`config.mk`:
```
export PLATFORM = sky130hd
export DESIGN_NAME = lsu_bus_interface_flat
export DESIGN_NICKNAME = d
export VERILOG_FILES = /design/src/rtl/lsu_bus_interface_if.sv /design/src/rtl/lsu_bus_interface.sv /design/src/flat_wrapper.sv
export SDC_FILE = /design/constraint.sdc
export NUM_CORES = 1
export LEC_CHECK = 0
export CORE_MARGIN = 2
export CORE_UTILIZATION = 51
export CTS_CLUSTER_SIZE = 8
export DETAILED_ROUTE_END_ITERATION = 7
export PLACE_DENSITY = 0.85
export SLEW_MARGIN = 0
export SYNTH_ARGS = -nofsm -noshare
export SYNTH_HDL_FRONTEND = slang
export SYNTH_SLANG_ARGS = --single-unit
export TNS_END_PERCENT = 30
```
`constraint.sdc`:
```
create_clock -name clk -period 3.91 [get_ports clk]
set_clock_uncertainty 0.1 [all_clocks]
set_input_delay 0.782 -clock clk [delete_from_list [all_inputs] [get_ports clk]]
set_output_delay 0.782 -clock clk [all_outputs]
set_load 0.05 [all_outputs]
```
`src/rtl/lsu_bus_interface_if.sv`:
```
// Handshaked data-memory bus between the load/store unit (master) and memory (slave).
// Request fields are held stable while bus_req is high; bus_rdata is qualified by bus_ready.
interface lsu_bus_interface_if;
  logic        bus_req;
  logic        bus_we;
  logic [31:0] bus_addr;
  logic [3:0]  bus_wstrb;
  logic [31:0] bus_wdata;
  logic [31:0] bus_rdata;
  logic        bus_ready;

  modport master (
    output bus_req, bus_we, bus_addr, bus_wstrb, bus_wdata,
    input  bus_rdata, bus_ready
  );

  modport slave (
    input  bus_req, bus_we, bus_addr, bus_wstrb, bus_wdata,
    output bus_rdata, bus_ready
  );
endinterface

```
`src/rtl/lsu_bus_interface.sv`:
```
// Multi-cycle load/store unit: checks the request, runs one bus transaction with timeout,
// then returns aligned/extended load data with a one-cycle done pulse.
module lsu_bus_interface #(
  parameter int unsigned TIMEOUT = 16,
  parameter int unsigned CNT_W   = 5
) (
  input  logic                        clk,
  input  logic                        rst_n,
  input  logic                        start,
  input  logic                        mem_write,
  input  logic [2:0]                  load_store,
  input  logic [31:0]                 addr,
  input  logic [31:0]                 wdata,
  output logic                        stall,
  output logic                        done,
  output logic                        fault,
  output logic [31:0]                 rdata,
  lsu_bus_interface_if.master         bus
);

  typedef enum logic [1:0] {StIdle, StCheck, StBus, StResp} state_e;

  state_e             state_q;
  logic [CNT_W-1:0]   cnt_q;
  logic               mw_q;
  logic [2:0]         ls_q;
  logic [31:0]        addr_q;
  logic [31:0]        wdata_q;

  logic               bad_access;
  logic               timed_out;
  logic [3:0]         strb;
  logic [31:0]        lane_wdata;
  logic [31:0]        lane;
  logic [31:0]        load_ext;

  always_comb begin
    stall = ((state_q == StIdle) && start) || (state_q == StBus) || (state_q == StCheck);
  end

  // Invalid size codes fault regardless of alignment; misalignment is judged on size only.
  always_comb begin
    bad_access = 1'b0;
    if (mw_q) begin
      bad_access = !(ls_q == 3'b000 || ls_q == 3'b001 || ls_q == 3'b010);
    end else begin
      bad_access = (ls_q == 3'b011 || ls_q == 3'b110 || ls_q == 3'b111);
    end
    if (ls_q[1:0] == 2'b01 && addr_q[0]) bad_access = 1'b1;
    if (ls_q[1:0] == 2'b10 && addr_q[1:0] != 2'b00) bad_access = 1'b1;
  end

  always_comb begin
    strb       = 4'b0000;
    lane_wdata = wdata_q;
    unique case (ls_q[1:0])
      2'b00: begin
        strb       = 4'b0001 << addr_q[1:0];
        lane_wdata = {4{wdata_q[7:0]}};
      end
      2'b01: begin
        strb       = 4'b0011 << addr_q[1:0];
        lane_wdata = {2{wdata_q[15:0]}};
      end
      default: begin
        strb       = 4'b1111;
        lane_wdata = wdata_q;
      end
    endcase
    if (!mw_q) strb = 4'b0000;
  end

  always_comb begin
    lane = bus.bus_rdata >> {addr_q[1:0], 3'b000};
    unique case (ls_q)
      3'b000:  load_ext = {{24{lane[7]}}, lane[7:0]};
      3'b001:  load_ext = {{16{lane[15]}}, lane[15:0]};
      3'b010:  load_ext = lane;
      3'b100:  load_ext = {24'd0, lane[7:0]};
      3'b101:  load_ext = {16'd0, lane[15:0]};
      default: load_ext = 32'd0;
    endcase
  end

  always_comb begin
    timed_out = (TIMEOUT != 0) && (cnt_q == CNT_W'(TIMEOUT - 1)) && !bus.bus_ready;
  end

  always_ff @(posedge clk) begin
    if (!rst_n) begin
      state_q       <= StIdle;
      cnt_q         <= '0;
      mw_q          <= 1'b0;
      ls_q          <= 3'b000;
      addr_q        <= 32'd0;
      wdata_q       <= 32'd0;
      done          <= 1'b0;
      fault         <= 1'b0;
      rdata         <= 32'd0;
      bus.bus_req   <= 1'b0;
      bus.bus_we    <= 1'b0;
      bus.bus_addr  <= 32'd0;
      bus.bus_wstrb <= 4'b0000;
      bus.bus_wdata <= 32'd0;
    end else begin
      done  <= 1'b0;
      fault <= 1'b0;
      unique case (state_q)
        StIdle: begin
          if (start) begin
            mw_q    <= mem_write;
            ls_q    <= load_store;
            addr_q  <= addr;
            wdata_q <= wdata;
            state_q <= StCheck;
          end
        end
        StCheck: begin
          if (bad_access) begin
            done    <= 1'b1;
            fault   <= 1'b1;
            rdata   <= 32'd0;
            state_q <= StResp;
          end else begin
            bus.bus_req   <= 1'b1;
            bus.bus_we    <= mw_q;
            bus.bus_addr  <= {addr_q[31:2], 2'b00};
            bus.bus_wstrb <= strb;
            bus.bus_wdata <= lane_wdata;
            cnt_q         <= '0;
            state_q       <= StBus;
          end
        end
        StBus: begin
          if (bus.bus_ready) begin
            bus.bus_req <= 1'b0;
            done        <= 1'b1;
            rdata       <= mw_q ? 32'd0 : load_ext;
            state_q     <= StResp;
          end else if (timed_out) begin
            bus.bus_req <= 1'b0;
            done        <= 1'b1;
            fault       <= 1'b1;
            rdata       <= 32'd0;
            state_q     <= StResp;
          end else begin
            cnt_q <= cnt_q + 1'b1;
          end
        end
        StResp: begin
          cnt_q   <= '0;
          state_q <= StIdle;
        end
        default: state_q <= StIdle;
      endcase
    end
  end

endmodule
```
`src/flat_wrapper.sv`:
```
// flat-port wrapper written by rule: the top's interface ports become plain ports
module lsu_bus_interface_flat 
#(
  parameter int unsigned TIMEOUT = 16,
  parameter int unsigned CNT_W   = 5
)
  (clk, rst_n, start, mem_write, load_store, addr, wdata, stall, done, fault, rdata, bus_bus_req, bus_bus_we, bus_bus_addr, bus_bus_wstrb, bus_bus_wdata, bus_bus_rdata, bus_bus_ready);
  lsu_bus_interface_if bus_i ();
  input  logic clk;
  input  logic rst_n;
  input  logic start;
  input  logic mem_write;
  input  logic [2:0] load_store;
  input  logic [31:0] addr;
  input  logic [31:0] wdata;
  output logic stall;
  output logic done;
  output logic fault;
  output logic [31:0] rdata;
  output wire logic [$bits(bus_i.bus_req)-1:0] bus_bus_req;
  output wire logic [$bits(bus_i.bus_we)-1:0] bus_bus_we;
  output wire logic [$bits(bus_i.bus_addr)-1:0] bus_bus_addr;
  output wire logic [$bits(bus_i.bus_wstrb)-1:0] bus_bus_wstrb;
  output wire logic [$bits(bus_i.bus_wdata)-1:0] bus_bus_wdata;
  input wire logic [$bits(bus_i.bus_rdata)-1:0] bus_bus_rdata;
  input wire logic [$bits(bus_i.bus_ready)-1:0] bus_bus_ready;
  assign bus_bus_req = bus_i.bus_req;
  assign bus_bus_we = bus_i.bus_we;
  assign bus_bus_addr = bus_i.bus_addr;
  assign bus_bus_wstrb = bus_i.bus_wstrb;
  assign bus_bus_wdata = bus_i.bus_wdata;
  assign bus_i.bus_rdata = bus_bus_rdata;
  assign bus_i.bus_ready = bus_bus_ready;
  lsu_bus_interface #(.TIMEOUT(TIMEOUT), .CNT_W(CNT_W)) u_core (.clk(clk), .rst_n(rst_n), .start(start), .mem_write(mem_write), .load_store(load_store), .addr(addr), .wdata(wdata), .stall(stall), .done(done), .fault(fault), .rdata(rdata), .bus(bus_i));
endmodule
```
After elaboration in Yosys (flattened, before gate mapping)
Cells that the tools add are included. Widths: inputs -> output; s select.

Bits in latches: 0. ROM bits: 0. Memory bits (writable): 0. Memories kept: 0. Flip-flop bits (word level): 177. Bits of input ports: 104.

Shift-type cells: 3. Div/mod/pow operators: 0. Order comparisons: 0. Eq/ne operators: 19. $add $sub $neg: 1. Bitwise operators: 1. Reduce and logical (&&, ||, !) cells: 24. Multiply operators: 0. Multiplexer cells: 31.

Operators with widths (count): $pmux 32 s5 (1); $mux 32 (4); $pmux 32 s2 (2); $shr 32x5->32 (1); $mux 5 (3); $pmux 5 s3 (1); $eq 3x3->1 const B (4); $mux 1 (11); $ne 2x2->1 const B (4); $pmux 2 s4 (1); $pmux 4 s2 (1); $eq 2x2->1 const B (3); $eq 3x2->1 const B (2); $logic_or 1x1->1 (6); $mux 2 (3); $pmux 1 s2 (3); $reduce_and 2->1 (3); $reduce_and 3->1 (2); $add 5x1->5 const B (1); $eq 5x4->1 const B (1); $eq 2x1->1 const B (2); $logic_and 1x1->1 (4); $logic_not 2->1 (2); $mux 4 (1); other kinds (11) (13).

Logic depth before layout (Yosys ltp)
Depth after elaboration: 9. Depth in mapped cells: 9.

Worst setup path before layout
OpenSTA, ideal clock, no wires.

Path kind: in2out. Start: input port start. End: output port stall. Required time: 3.028 ns. Slack: 1.202 ns. Cell stages on the path: 4. Data arrival time: 1.826 ns. Cells stage by stage: nand2_1 clkbuf_1 clkbuf_1 nand2_1.

Longest elaborated chain between the ends: 3.

RTL lines: start, declared (line flat_wrapper.sv:11) `input logic start;`; $logic_and 1x1->1 (line lsu_bus_interface.sv:38) `stall = ((state_q == StIdle) && start) || (state_q == StBus) || (state_q == StCheck);`; $logic_or 1x1->1 (2 in series) (line lsu_bus_interface.sv:38); end, declared (line flat_wrapper.sv:16) `output logic stall;`.

No other way between the ends.

==> run summary <==
CTS HTree Levels: 4
Resized cells post-CTS: 0
die area: 15300 um^2
most frequent cells in the layout: nand2_1, clkdlybuf4s50_1, dfxtp_1, a21oi_1, nor2_1
CP Max Fanout: 10
Area Growth Syn to Fin: 35.5%
vias in the first global route: 6325
period utilisation layout: 69.5%
Cell Area, Synth: 7300 um^2
Worst setup startpoint: rst_n
unrepaired setup endpoints after global routing: false
post-detail-place hpwl: 13600 um
Nets: 1173
final max-slew violation count: 0
clock-pin slew on the worst setup and hold paths: 60 ps
routed vias: 6868
Worst Setup Path Type: primary input to flip-flop
FF-to-FF Start: u_core.addr_q[0]
DRT iter0 DRCs: 498
Final ANT Viol Nets: 0
placed cells: 1223
Fin Hold WS: 348 ps
Hold Path Origin: u_core.bus.bus_wdata[1]
Post-Syn Area per Cell: 8.15 um^2
mean number of vias per cell: 5.48
register bit total from synthesis: 177
drt wl/cell: 16.3 um
Initial Utilization: 52.4%
pwr dens: 650 nW/um^2
hold buffer count at cts: 0
Leak: 3.60 nW
largest area contributor in the netlist: dfxtp_1
sequential-to-total area share from yosys stat: 48.5%
TritonCTS Sinks: 177
Setup-failing EPs final: 0
Worst VDD drop: 0.405 mV
# rows: 43
CP arrival: 2970 ps
I/O pin count: 209
first-pass GRT wire length: 31700 um
Util after Layout: 71.0%
# diodes: 0
Fillers: 1072
Reg2Reg Setup Slack: 1240 ps
Placeable Area: 13900 um^2
Slew HR: 40.3%
layout cells sized above 1: 5.40%
TritonRoute pass-1 iters: 5
DRC errors left: 0
Worst Path Required: 4170 ps
initial antenna violation count: 0
synthesized instance count: 896
gr usage total: 26.6%
Setup crit start kind: primary input
final non-filler cell total: 1254
CTS Buffer Depth: 2
CP cell instances: clkdlybuf4s50_1 > nand4b_1 > nor4_1 > nand2_1 > nor2_2 > a221o_1
maxcap violations: 0
CTS Root Cell: clkbuf_16
crit end category: flip-flop
Yosys cell types: 48
clock latency on the worst-skew pair: 420 ps
Final Hold Vio Count: 0
CTS Buf Count: 17
total gr overflow: 0
# Post-CTS Setup Buffers: 0
Die Span Y: 124 um
Yosys warnings: 0
RePlAce Congestion: 0.903
Worst Hold Class: flip-flop to flip-flop
top post-synthesis cells by area: dfxtp_1, nand2_1, a21oi_1
Setup TNS: 0 ps
total wire length: 20400 um
port bufs: 206
crit-path max cell delay: 720 ps
commonest non-fill, non-tap cell in the layout: nand2_1
CP max stage cell: clkdlybuf4s50_1
Die Wd: 124 um
largest net degree at the start of global routing: 99
maximum achievable frequency: 368 MHz
Tightest Pin Transition: 896 ps
CTS tree: done
Reg area: 3540 um^2
Synth top area share: 48.5%
footprint of the multi-input gates: 3390 um^2
Period minus WS final: 2720 ps
run status: complete, no violations
power after layout: 6.43 mW
worst max-delay path: cells and delay by family:
family	cells	cell delay, ps
compound gates	1	220
buf+inv	1	720
simple gates	4	1250
synth_stat cells, drive strengths merged:
master,count
a31oi,1
nor3,1
o2bb2ai,1
a22o,1
ha,7
a221o,9
nor4,3
o22ai,1
nor2b,10
mux2,1
a221oi,1
conb,1
nand4b,3
o21ai,25
nand4,1
nand2,270
nand2b,2
dfxtp,177
a22oi,2
or4,2
nand3,7
a32oi,7
nand3b,1
nor3b,2
mux2i,35
a21oi,141
and3,1
o311a,1
a211o,21
clkbuf,37
o31ai,2
nor2,56
inv,6
a311oi,8
a211oi,8
o211ai,6
buf,36
and2,1
or3,1
cell type report:
| type | count | area share (%) |
|---|---|---|
| tap | 180 | 2.28 |
| inverter | 6 | 0.253 |
| multi-input combinational | 641 | 34.2 |
| timing repair buffer | 219 | 21.9 |
| clock buffer | 20 | 4.72 |
| clock inverter | 11 | 0.809 |
| sequential | 177 | 35.8 |
power breakdown:
group,switching (mW),internal [mW]
clock network,0.706,0.866
logic,1.75,0.809
registers,0.204,2.10
total,2.66,3.78
registers in the layout, summed over array words and instances, names as in the netlist:
register              flops
u_core.state_q            2
u_core.fault              1
u_core.bus.bus_req        1
u_core.bus.bus_wdata     32
u_core.ls_q               3
u_core.bus.bus_we         1
u_core.bus.bus_addr      30
u_core.bus.bus_wstrb      4
u_core.wdata_q           32
u_core.rdata             32
u_core.mw_q               1
u_core.done               1
u_core.cnt_q              5
u_core.addr_q            32
cells by family after synthesis:
logic type / after synthesis / synth area share (%)
multiplexers: 36 / 4.95
buffers and inverters: 79 / 5.40
AND/OR/NAND/NOR: 361 / 20.1
AO/OA/AOI/OAI: 235 / 19.8
adder cells (fa/ha/maj): 7 / 1.20
other: 1 / 0.0513
flip-flops: 177 / 48.5
worst paths after layout:
check,to,depth (start not counted)
worst max-delay path,u_core.rdata[26],6
worst min-delay path,u_core.bus.bus_wdata[1],2
worst max register to register,u_core.rdata[26],5
worst min register to register,u_core.bus.bus_wdata[1],2
per-stage QoR:
step           instance area [um^2]  worst slack [ps]
2_1_floorplan                  7310              1200
3_3_place_gp                   9350               911
3_5_place_dp                   9350               813
4_1_cts                        9900              1220
5_1_grt                        9900              1020
6_report                       9900              1190
metal layers:
metal	wire, um	global-route usage [%]	vias up
met4	456	9.45	0
met3	1590	9.29	32
met2	9720	42.5	236
met5	0	0	-
li1	-	-	3377
met1	8680	33.3	3223
Note: power is estimated with default switching activity, not from simulation.
